**config.mk**
```make
export PLATFORM = sky130hd
export DESIGN_NAME = krp8_ifetch_prefetch
export DESIGN_NICKNAME = d
export VERILOG_FILES = /design/src/rtl/krp8_ifetch_prefetch.sv
export SDC_FILE = /design/constraint.sdc
export NUM_CORES = 1
export LEC_CHECK = 0
export BUFFER_PORTS_ARGS = -buffer_cell sky130_fd_sc_hd__buf_4
export CORE_MARGIN = 2
export CORE_UTILIZATION = 40
export DETAILED_ROUTE_END_ITERATION = 6
export PLACE_DENSITY = 0.63
export SLEW_MARGIN = 40
export SYNTH_ARGS = -nofsm -noshare
export SYNTH_HDL_FRONTEND = slang
export SYNTH_SLANG_ARGS = --single-unit
```
**constraint.sdc**
```tcl
create_clock -name clk -period 8.35 [get_ports clk]
set_input_delay 0.4175 -clock clk [delete_from_list [all_inputs] [get_ports clk]]
set_output_delay 0.4175 -clock clk [all_outputs]
set_load 0.005 [all_outputs]
```
**src/rtl/krp8_ifetch_prefetch.sv**
```systemverilog
// krp8_ifetch_prefetch: sequential instruction prefetch FIFO between core fetch port and 1-cycle SRAM
module krp8_ifetch_prefetch #(
    parameter int DEPTH = 4,
    parameter int AW    = 10
) (
    input  logic          clk,
    input  logic          rst_n,
    input  logic          ireq,
    input  logic [29:0]   iaddr,
    output logic          ivalid,
    output logic [31:0]   instr,
    output logic          mem_csn,
    output logic [AW-1:0] mem_a,
    input  logic [31:0]   mem_dout
);
    localparam int PW = $clog2(DEPTH);
    localparam int CW = PW + 1;

    logic [AW-1:0] fa [DEPTH];
    logic [31:0]   fd [DEPTH];
    logic [PW-1:0] rp, wp;
    logic [CW-1:0] count;
    logic [AW-1:0] nfa, ra, a_q, rw;
    logic          rv, hit, byp, miss, issue, push;
    logic          unused_addr_bits;

    assign rw = iaddr[AW+1:2];
    assign unused_addr_bits = ^{iaddr[29:AW+2], iaddr[1:0]};

    // classify the request, drive the core and SRAM, decide prefetch and push
    always_comb begin
        hit     = ireq && (count != '0) && (fa[rp] == rw);
        byp     = ireq && (count == '0) && rv && (ra == rw);
        miss    = ireq && !hit && !byp;
        issue   = !miss && ((count + CW'(rv)) < CW'(DEPTH));
        push    = rv && !byp && !miss;
        ivalid  = rst_n && (hit || byp);
        instr   = hit ? fd[rp] : byp ? mem_dout : '0;
        mem_csn = !(rst_n && (miss || issue));
        mem_a   = miss ? rw : issue ? nfa : a_q;
    end

    // pointers, occupancy, in-flight read tracking and next-fetch address
    always_ff @(posedge clk or negedge rst_n) begin
        if (!rst_n) begin
            rp    <= '0;
            wp    <= '0;
            count <= '0;
            rv    <= 1'b0;
            ra    <= '0;
            nfa   <= '0;
            a_q   <= '0;
        end else begin
            a_q <= mem_a;
            if (miss) begin
                rp    <= '0;
                wp    <= '0;
                count <= '0;
                rv    <= 1'b1;
                ra    <= rw;
                nfa   <= rw + 1'b1;
            end else begin
                rp    <= rp + PW'(hit);
                wp    <= wp + PW'(push);
                count <= count + CW'(push) - CW'(hit);
                rv    <= issue;
                if (issue) begin
                    ra  <= nfa;
                    nfa <= nfa + 1'b1;
                end
            end
        end
    end

    // FIFO storage captures the returning SRAM word with its address
    always_ff @(posedge clk) begin
        if (push) begin
            fa[wp] <= ra;
            fd[wp] <= mem_dout;
        end
    end
endmodule

```
==> results of run 1 <==
## cell type report
type	instances	area [µm²]	area share, %
clock inverters	10	121	1.14
clock buffers	31	661	6.18
repair buffers	103	801	7.50
well taps	280	350	3.28
inverters	8	30.0	0.281
flip-flops and latches	206	6000	56.2
multi-input cells	284	2720	25.4
## through the flow
step	cells	cell area, µm²	power (mW)
5_1_grt	922	10700	2.81
2_1_floorplan	537	8940	1.55
4_1_cts	922	10700	2.73
3_5_place_dp	880	9890	1.69
3_3_place_gp	878	9850	1.68
6_report	922	10700	2.70
## power groups by stage
stage / logic [mW] / clock network [mW] / registers [mW]
after global routing: 0.390 / 1.09 / 1.33
after detailed placement: 0.353 / 0 / 1.34
after floorplan: 0.228 / 0 / 1.32
after global placement: 0.346 / 0 / 1.33
final: 0.353 / 1.02 / 1.32
after CTS: 0.357 / 1.05 / 1.32
## cell families after synthesis
| logic type | after synthesis |
|---|---|
| AOI/OAI and AO/OA | 78 |
| xor gates and xnor gates | 41 |
| adders and majority gates | 6 |
| buffers and inverters | 47 |
| DFF | 206 |
| muxes | 63 |
| and+or+nand+nor | 96 |
## flip-flops by register name, summed over array words and instances (netlist names)
name   count
fd       128
fa        40
a_q       10
nfa       10
ra        10
count      3
rp         2
wp         2
rv         1
## cell usage after synthesis (4+ instances only)
cell        n
buf_6       8
mux2i_1    18
xnor2_1    22
nor4_1      5
nand3_1    10
mux4_2     39
xor2_1     19
a32o_1     32
nor2_1     10
edfxtp_1  168
inv_1       8
ha_1        5
dfrtp_1    38
and3_1      4
nand2_1    47
mux2_2      6
nand4_1     5
buf_2       9
a211oi_1   11
clkbuf_1   20
a31oi_1    20
## how the worst max path moves through the flow
stage | to | start | slack (ns) | depth (start not counted)
2_1_floorplan | fa[1][0]$_DFFE_PP_ | rp[0]$_DFF_PN0_ | 1.52 | 8
3_3_place_gp | count[2]$_DFF_PN0_ | rp[0]$_DFF_PN0_ | 3.70 | 15
3_5_place_dp | count[2]$_DFF_PN0_ | rp[1]$_DFF_PN0_ | 3.82 | 16
4_1_cts | mem_a[9] | rp[1]$_DFF_PN0_ | 3.77 | 9
5_1_grt | mem_a[1] | rp[1]$_DFF_PN0_ | 3.55 | 9
6_report | mem_a[1] | rp[1]$_DFF_PN0_ | 3.79 | 9
## worst reg2reg max path, stage by stage, from the launching register on
cell and delay, ns:
dfrtp_2 0.73, buf_4 0.50, mux4_2 0.38, a22o_1 0.25, a211oi_2 0.23, and4b_2 0.33, buf_4 0.54, nand2_1 0.10
inv_1 0.10, ha_1 0.23, inv_1 0.06, ha_1 0.14, inv_1 0.05, fa_1 0.37, xor2_1 0.18, xnor2_1 0.14
nor2_1 0.06
## routing by layer
layer | wire, µm | track usage [%]
met1 | 8750 | 24.0
met2 | 9690 | 28.3
met3 | 1280 | 2.47
met4 | 388 | 4.19
met5 | 0 | 0
## timing repair
item                                   in CTS  in global routing
hold buffers                                1                  0
resized for setup                           0                  0
endpoints found under the hold margin      38                  0
==> reports/metrics.cfg, run 1 <==
[worst_setup_path]
cp.arrival_ns=4.15
rrSetupSlack_ns=3.80
critical_path.startpoint_type=flop
crit_path_top_delay_cell=dfrtp_2
worst-path-buf-inv=3
crit_chain=buf_4 > mux4_2 > a22o_1 > a211oi_2 > and4b_2 > buf_4 > a211oi_1 > a31oi_1 > buf_4
timing.rr.start=rp[1]$_DFF_PN0_
cp_max_fo=44
endpoint_kind=output port
critical_path_class=reg -> out
max_stage_delay_ns=0.73
r2r_cells=16
critical_path.top_delay_family=buffers and inverters
r2r-end=count[2]$_DFF_PN0_
crit_top_cell=buf_4
cp.required_ns=7.93

[routing]
drt_iter0_markers=421
dr_total_vias=5301
drc=0
wire_per_inst_um=21.8
viasPerCell=5.75
drt_wl_total_um=20100
first_pass_iters=5
ant_nets=0

[timing]
fin_crit_sh_pct=54.7
rsz0062_at_grt=false
post-route-min-period_ns=4.56
tightestPinTransition_ns=0.737
holdWs_ns=0.129
timing.final.max_slew_violations=0
setup_viol=0
slew_headroom_pct=50.8
clock.fmax_ghz=0.219
layout_setup_ws_ns=3.79
finClkSkew_ns=0.0184
fin_tns_setup_ns=0
hold_viol_final=0

[power]
pwr-share-comb_pct=13.1
switching_share_pct=24.4
power.leakage_nw=3.70
p_seq_share_pct=49.0
clock_power_share_pct=37.9
power.density_mw_per_mm2=252
peakVddDrop_mv=0.108
p_sw_uw=659
p_int_mw=2.04

[clocking]
path_clk_slew_ns=0.06
clk_latency_ns=0.50
cts_num_sinks=206
post_cts_buffers=0
cts-root-buf=clkbuf_16
htree_num_levels=1
cts_buffers=23
clockBufferDepth=3
cts_tree=yes

[floorplanning]
die_h_um=153
core_mm2=0.0219
dieArea_mm2=0.0236
num_rows=54
pin_count=109
initial_core_util_pct=40.8
die_x_um=153

[synth]
syn-instance-count=537
synth_top_family_by_area=multiplexers
synth_cell_types=46
synth_area_mm2=0.00894
synth-main-ff-cell=edfxtp_1
muxShareOfSynthArea_pct=12.6
synth_edf_count=168
seq_area_frac_synth_pct=67.1
synth_compound_area_share_pct=7.42
syn_area_per_cell_um2=16.6
ys_ff_latch=206
synth_fa_ha_area_share_pct=0.924
yosys.area_share.simple_pct=5.14
synth_nets=608
synth.area.top_cells=edfxtp_1, dfrtp_1, mux4_2
ys_async_sr_fraction_pct=18.4
yosysWarnings=0
yosys.area_share.xor_xnor_pct=4.02
synth_top_area_share_pct=56.4
synth_top_area_cell=edfxtp_1

[final_layout]
final_cell_mix=edfxtp_1, buf_4, nand2_1
final_util_pct=48.8
nets=697
nFillCells=1866
drive_gt1_share_pct=29.9
final_common_cell=edfxtp_1
areaGrowthSynthToFinish_pct=19.5
antenna_cells=0

[worst_hold_path]
hp-start=mem_dout[5]
holdCritPathClass=in -> reg
hold_path_end=fd[1][5]$_DFFE_PP_
hold_depth=1

[grt]
gr-total-overflow=0
track_usage_pct=17.1
grt_max_degree=45
grt_pass1_vias=5608
antenna_found_initial=0
grt_pass1_wl_um=31600

[placed_design]
gp_congestion=0.825
dp_slack_ns=3.82
dp_hpwl_um=12200
io_buffers=88

[run_status]
status=finished clean

[job]
max_cap_violations=0

Power figures use the tool's default switching activity.
==> inputs of run 2 (changes only) <==
==> constraint.sdc (replaced) <==
create_clock -name clk -period 4.4 [get_ports clk]
set_input_delay 0.22 -clock clk [delete_from_list [all_inputs] [get_ports clk]]
set_output_delay 0.22 -clock clk [all_outputs]
set_load 0.005 [all_outputs]
==> run 2 against run 1 <==
Effect of this change:
- combinational power up 100%
- clock skew increased by 0.00054 ns
- hold slack got worse by 0.077 ns
- critical path type unchanged
- register-to-register slack worse by 3.3 ns
- clock power is 75% higher
- largest power group unchanged
==> reports/metrics.cfg, run 2 (synthesized netlist as in run 1, its figures left out) <==
[power]
switching_share_pct=25.2  ; +0.72 points
peakVddDrop_mv=0.188  ; +73%
clock_power_share_pct=35.7  ; -2.2 points
p_sw_mw=1.26  ; +91%
power.density_mw_per_mm2=456  ; +81%
power.leakage_nw=3.81  ; +2.8%
p_seq_share_pct=50.1  ; +1.1 points
pwr-share-comb_pct=14.2  ; +1.1 points
p_int_mw=3.74  ; +84%

[worst_hold_path]
hold_depth=2  ; +1
hold_path_end=nfa[0]$_DFFE_PN0N_
hp-start=iaddr[2]
holdCritPathClass=in -> reg

[floorplanning]
initial_core_util_pct=40.8  ; unchanged
die_h_um=153  ; unchanged
core_mm2=0.0219  ; unchanged
die_x_um=153  ; unchanged
num_rows=54  ; unchanged
dieArea_mm2=0.0236  ; unchanged
pin_count=109  ; unchanged

[clocking]
cts_tree=yes
clockBufferDepth=3  ; unchanged
cts_buffers=22  ; -4.3%
post_cts_buffers=0  ; unchanged
path_clk_slew_ns=0.06  ; about the same
htree_num_levels=1  ; unchanged
cts-root-buf=clkbuf_16
clk_latency_ns=0.50  ; about the same
cts_num_sinks=206  ; unchanged

[final_layout]
stdcell_count=951  ; +3.1%
final_util_pct=50.1  ; +1.3 points
largest_registers=fd x128, fa x40
largest_register_ffs=128  ; unchanged
multi_input_area_mm2=0.00275  ; +1.1%
areaGrowthSynthToFinish_pct=22.8
nFillCells=1851  ; -0.80%
top_register=fd
stdcell_area_mm2=0.0110  ; +2.8%
final_cell_mix=edfxtp_1, buf_4, nand2_1
seq_area_mm2=0.00600  ; unchanged
drive_gt1_share_pct=28.2  ; -1.7 points
final_common_cell=edfxtp_1
antenna_cells=0  ; unchanged
nets=728  ; +4.4%

[grt]
antenna_found_initial=0  ; unchanged
grt_pass1_vias=5689  ; +1.4%
grt_pass1_wl_um=31600  ; +0.13%
track_usage_pct=16.9  ; -0.16 points
grt_max_degree=45  ; unchanged
gr-total-overflow=0  ; unchanged

[worst_setup_path]
r2r-end=count[2]$_DFF_PN0_
cp_max_fo=43  ; -2.3%
endpoint_kind=output port
cp.arrival_ns=3.84  ; -0.31 ns
critical_path_class=reg -> out
rrSetupSlack_ns=0.46  ; -3.34 ns
timing.rr.start=rp[0]$_DFF_PN0_
r2r_cells=15  ; -1
cp.required_ns=4.18  ; -3.75 ns
critical_path.startpoint_type=flop

[placed_design]
gp_congestion=0.795  ; -3.6%
dpl_cell_area_mm2=0.00994  ; +0.53%
dp_hpwl_um=11800  ; -3.3%
io_buffers=88  ; unchanged
placed_cells=880  ; unchanged

[routing]
first_pass_iters=5  ; unchanged
wire_per_inst_um=21.0  ; -3.6%
dr_total_vias=5368  ; +1.3%
viasPerCell=5.64  ; -1.8%
drt_iter0_markers=341  ; -19%
drc=0  ; unchanged
ant_nets=0  ; unchanged
drt_wl_total_um=20000  ; -0.58%

[job]
max_cap_violations=0  ; unchanged

[timing]
clock.fmax_ghz=0.247
tightestPinTransition_ns=0.637  ; -0.100 ns
setup_viol=0  ; unchanged
post-route-min-period_ns=4.06
finClkSkew_ns=0.0189  ; +0.000544 ns
holdWs_ns=0.0519  ; -0.0774 ns
fin_tns_setup_ns=0  ; unchanged
fin_crit_sh_pct=92.2
hold_viol_final=0  ; unchanged
timing.final.max_slew_violations=0  ; unchanged
rsz0062_at_grt=false
slew_headroom_pct=57.5  ; +6.7 points

[run_status]
status=finished clean

run 2: final cells by class:
type                            instances  area share [%]
Sequential cell                       206            54.7
Multi-Input combinational cell        284            25.0
Timing Repair Buffer                  135            10.5
Clock buffer                           28            5.41
Tap cell                              280            3.19
Clock inverter                         10           0.946
Inverter                                8           0.274
run 2: how the worst max path moves through the flow:
stage	from	to	slack (ns)
floorplan	rp[0]$_DFF_PN0_	fa[1][0]$_DFFE_PP_	-0.34
global placement	rp[0]$_DFF_PN0_	fd[2][9]$_DFFE_PP_	0.52
detailed placement	rp[0]$_DFF_PN0_	count[2]$_DFF_PN0_	0.45
CTS	rp[0]$_DFF_PN0_	mem_csn	0.21
global route	rp[0]$_DFF_PN0_	mem_a[1]	0.07
finish	rp[0]$_DFF_PN0_	mem_a[1]	0.34
run 2: power groups by stage:
stage | clock [mW] | sequential, mW | combinational (mW)
finish | 1.79 | 2.51 | 0.710
global route | 1.90 | 2.53 | 0.781
CTS | 1.82 | 2.50 | 0.715
detailed placement | 0 | 2.54 | 0.685
global placement | 0 | 2.53 | 0.671
floorplan | 0 | 2.50 | 0.435
run 2: stage by stage:
step                      total power, mW  setup WS, ns
final                                5.00         0.343
after global routing                 5.21        0.0700
after detailed placement             3.23         0.447
after global placement               3.20         0.525
after floorplan                      2.93        -0.339
after CTS                            5.04         0.215
run 2: layer usage:
metal  share of wire, %  GRT usage (%)  vias to the layer above
met5                  0              0                        -
met1                 45           24.1                     2768
met3                6.2           2.78                       17
met4                1.0           2.97                        0
li1                   -              -                     2391
met2                 48           28.0                      192
run 2: timing repair:
item | CTS | global route
hold endpoints to repair | 166 | 0
setup endpoints to repair | 0 | 2
gates resized for setup | 0 | 1
hold buffers | 33 | 0
run 2: worst max-delay path, stage by stage, from the launching register on:
cell,delay [ns]
dfrtp_4,0.71
buf_4,0.37
mux2i_1,0.27
xnor2_1,0.12
a211oi_1,0.34
and3_2,0.32
buf_4,0.51
a211oi_1,0.18
a31oi_1,0.32
buf_4,0.18
==> inputs of run 3 (changes only) <==
--- a/config.mk
+++ b/config.mk
@@ -10,6 +10,7 @@
 export CORE_UTILIZATION = 40
 export DETAILED_ROUTE_END_ITERATION = 6
 export PLACE_DENSITY = 0.63
+export RECOVER_POWER = 50
 export SLEW_MARGIN = 40
 export SYNTH_ARGS = -nofsm -noshare
 export SYNTH_HDL_FRONTEND = slang
==> run 3 against run 2 <==
Effect of this change:
- the flow now finishes with violations (capacitance limit, slew limit)
- flip-flop and latch count is the same
- non-clock buffer count unchanged
- hold slack about the same
- global-route usage unchanged
- clock power about the same
- sequential power hardly changed
- routed wire length shrank 0.44%
- setup slack worse by 0.0072 ns
- largest power group unchanged
==> reports/metrics.cfg, run 3 (synthesized netlist as in run 1, its figures left out) <==
[timing]
rsz0062_at_grt=false
timing.final.max_slew_violations=41  ; +41
post-route-min-period_ns=4.06  ; +0.00715 ns
fin_tns_setup_ns=0  ; unchanged
setup_viol=0  ; unchanged
clock.fmax_ghz=0.246  ; -0.18%
layout_setup_ws_ns=0.336  ; -0.00715 ns
hold_viol_final=0  ; unchanged
fin_crit_sh_pct=92.4  ; +0.16 points
tightestPinTransition_ns=2.17  ; +1.53 ns
finClkSkew_ns=0.0200  ; +0.00106 ns
slew_headroom_pct=-44.7  ; -100 points

[clocking]
clk_latency_ns=0.50  ; about the same
path_clk_slew_ns=0.06  ; about the same
clockBufferDepth=3  ; unchanged
cts_buffers=22  ; unchanged
htree_num_levels=1  ; unchanged
cts_tree=yes
cts_num_sinks=206  ; unchanged
post_cts_buffers=0  ; unchanged
cts-root-buf=clkbuf_16

[floorplanning]
num_rows=54  ; unchanged
dieArea_mm2=0.0236  ; unchanged
core_mm2=0.0219  ; unchanged
initial_core_util_pct=40.8  ; unchanged
die_h_um=153  ; unchanged
die_x_um=153  ; unchanged
pin_count=109  ; unchanged

[power]
totalPowerFinal_mw=4.99  ; -0.33%
power.leakage_nw=3.69  ; -3.1%
peakVddDrop_mv=0.188  ; about the same
power.density_mw_per_mm2=460  ; +0.82%

[run_status]
status=finished, violations left
violations=capacitance limit, slew limit

[routing]
drc=0  ; unchanged
drt_iter0_markers=366  ; +7.3%
wire_per_inst_um=20.9  ; -0.44%
first_pass_iters=5  ; unchanged
drt_wl_total_um=19900  ; -0.44%
dr_total_vias=5369  ; +0.019%
viasPerCell=5.65  ; about the same
ant_nets=0  ; unchanged

[final_layout]
antenna_cells=0  ; unchanged
largest_registers=fd x128, fa x40
largest_register_ffs=128  ; unchanged
final_cell_mix=edfxtp_1, buf_4, nand2_1
nets=728  ; unchanged
nFillCells=1891  ; +2.2%
areaGrowthSynthToFinish_pct=21.4
final_common_cell=edfxtp_1
drive_gt1_share_pct=23.1  ; -5.1 points
top_register=fd

[placed_design]
dp_slack_ns=0.447  ; unchanged
gp_congestion=0.795  ; unchanged
io_buffers=88  ; unchanged
dp_hpwl_um=11800  ; unchanged

[worst_setup_path]
cp.required_ns=4.18  ; about the same
cp_max_fo=43  ; unchanged
endpoint_kind=output port
cp.arrival_ns=3.84  ; about the same
critical_path_class=reg -> out
critical_path.startpoint_type=flop

[grt]
track_usage_pct=16.9  ; unchanged
antenna_found_initial=0  ; unchanged
grt_max_degree=45  ; unchanged
grt_pass1_vias=5689  ; unchanged
gr-total-overflow=0  ; unchanged
grt_pass1_wl_um=31600  ; unchanged

[worst_hold_path]
holdCritPathClass=in -> reg

[job]
max_cap_violations=1  ; +1

[run 3: changes by cell type in the layout (fill, tap and decap cells not counted)]
cell,delta
and4b_1,+1
clkbuf_1,+33
buf_4,-33
and4b_2,-1
[run 3: final cells by class]
cell class | count | area, µm² | share of cell area, %
clock inverters | 10 | 104 | 0.957
multi-input cells | 284 | 2750 | 25.3
well taps | 280 | 350 | 3.23
inverters | 8 | 30.0 | 0.277
flip-flops and latches | 206 | 6000 | 55.3
repair buffers | 135 | 1030 | 9.46
clock buffers | 28 | 594 | 5.48
[run 3: path summary, 6_finish.rpt]
kind	start	end	slack, ns	cells past startpoint
worst max-delay path	rp[0]$_DFF_PN0_	mem_a[1]	0.34	9
worst min-delay path	iaddr[2]	nfa[0]$_DFFE_PN0N_	0.05	2
worst max register to register	rp[0]$_DFF_PN0_	count[2]$_DFF_PN0_	0.47	15
worst min register to register	a_q[8]$_DFF_PN0_	a_q[8]$_DFF_PN0_	0.57	2
max in group asynchronous	rst_n	rp[0]$_DFF_PN0_	1.97	2
min in group asynchronous	rst_n	nfa[3]$_DFFE_PN0N_	0.91	2
[run 3: per-layer routing]
| metal | track usage [%] | part of all wire (%) | up-vias |
|---|---|---|---|
| met3 | 2.78 | 5.6 | 17 |
| met4 | 2.97 | 1.1 | 0 |
| met2 | 28.0 | 48 | 176 |
| met5 | 0 | 0 | - |
| li1 | - | - | 2391 |
| met1 | 24.1 | 45 | 2785 |
[run 3: per-stage QoR]
step / hold WS (ns) / cells / instance area (µm²) / utilization [%]
floorplan: -0.0756 / 537 / 8960 / -
global placement: 0.228 / 880 / 9940 / 45.4
detailed placement: 0.235 / 880 / 9940 / 45.4
CTS: 0.0473 / 951 / 11000 / 50.1
global route: 0.0547 / 951 / 10900 / 49.6
finish: 0.0516 / 951 / 10900 / 49.6
[run 3: timing repair]
action	in CTS	in global routing
endpoints found under the hold margin	166	0
gates resized for setup	0	1
setup endpoints to repair	0	2
hold buffers	33	0
[run 3: critical path, stage by stage, from the launching register on]
cell and delay, ns:
dfrtp_4 0.71, buf_4 0.37, mux2i_1 0.27, xnor2_1 0.12
a211oi_1 0.34, and3_2 0.32, buf_4 0.51, a211oi_1 0.18
a31oi_1 0.33, buf_4 0.18
[run 3: power breakdown]
part | internal (mW) | switching, mW
combinational | 0.298 | 0.398
clock | 1.07 | 0.714
sequential | 2.36 | 0.143
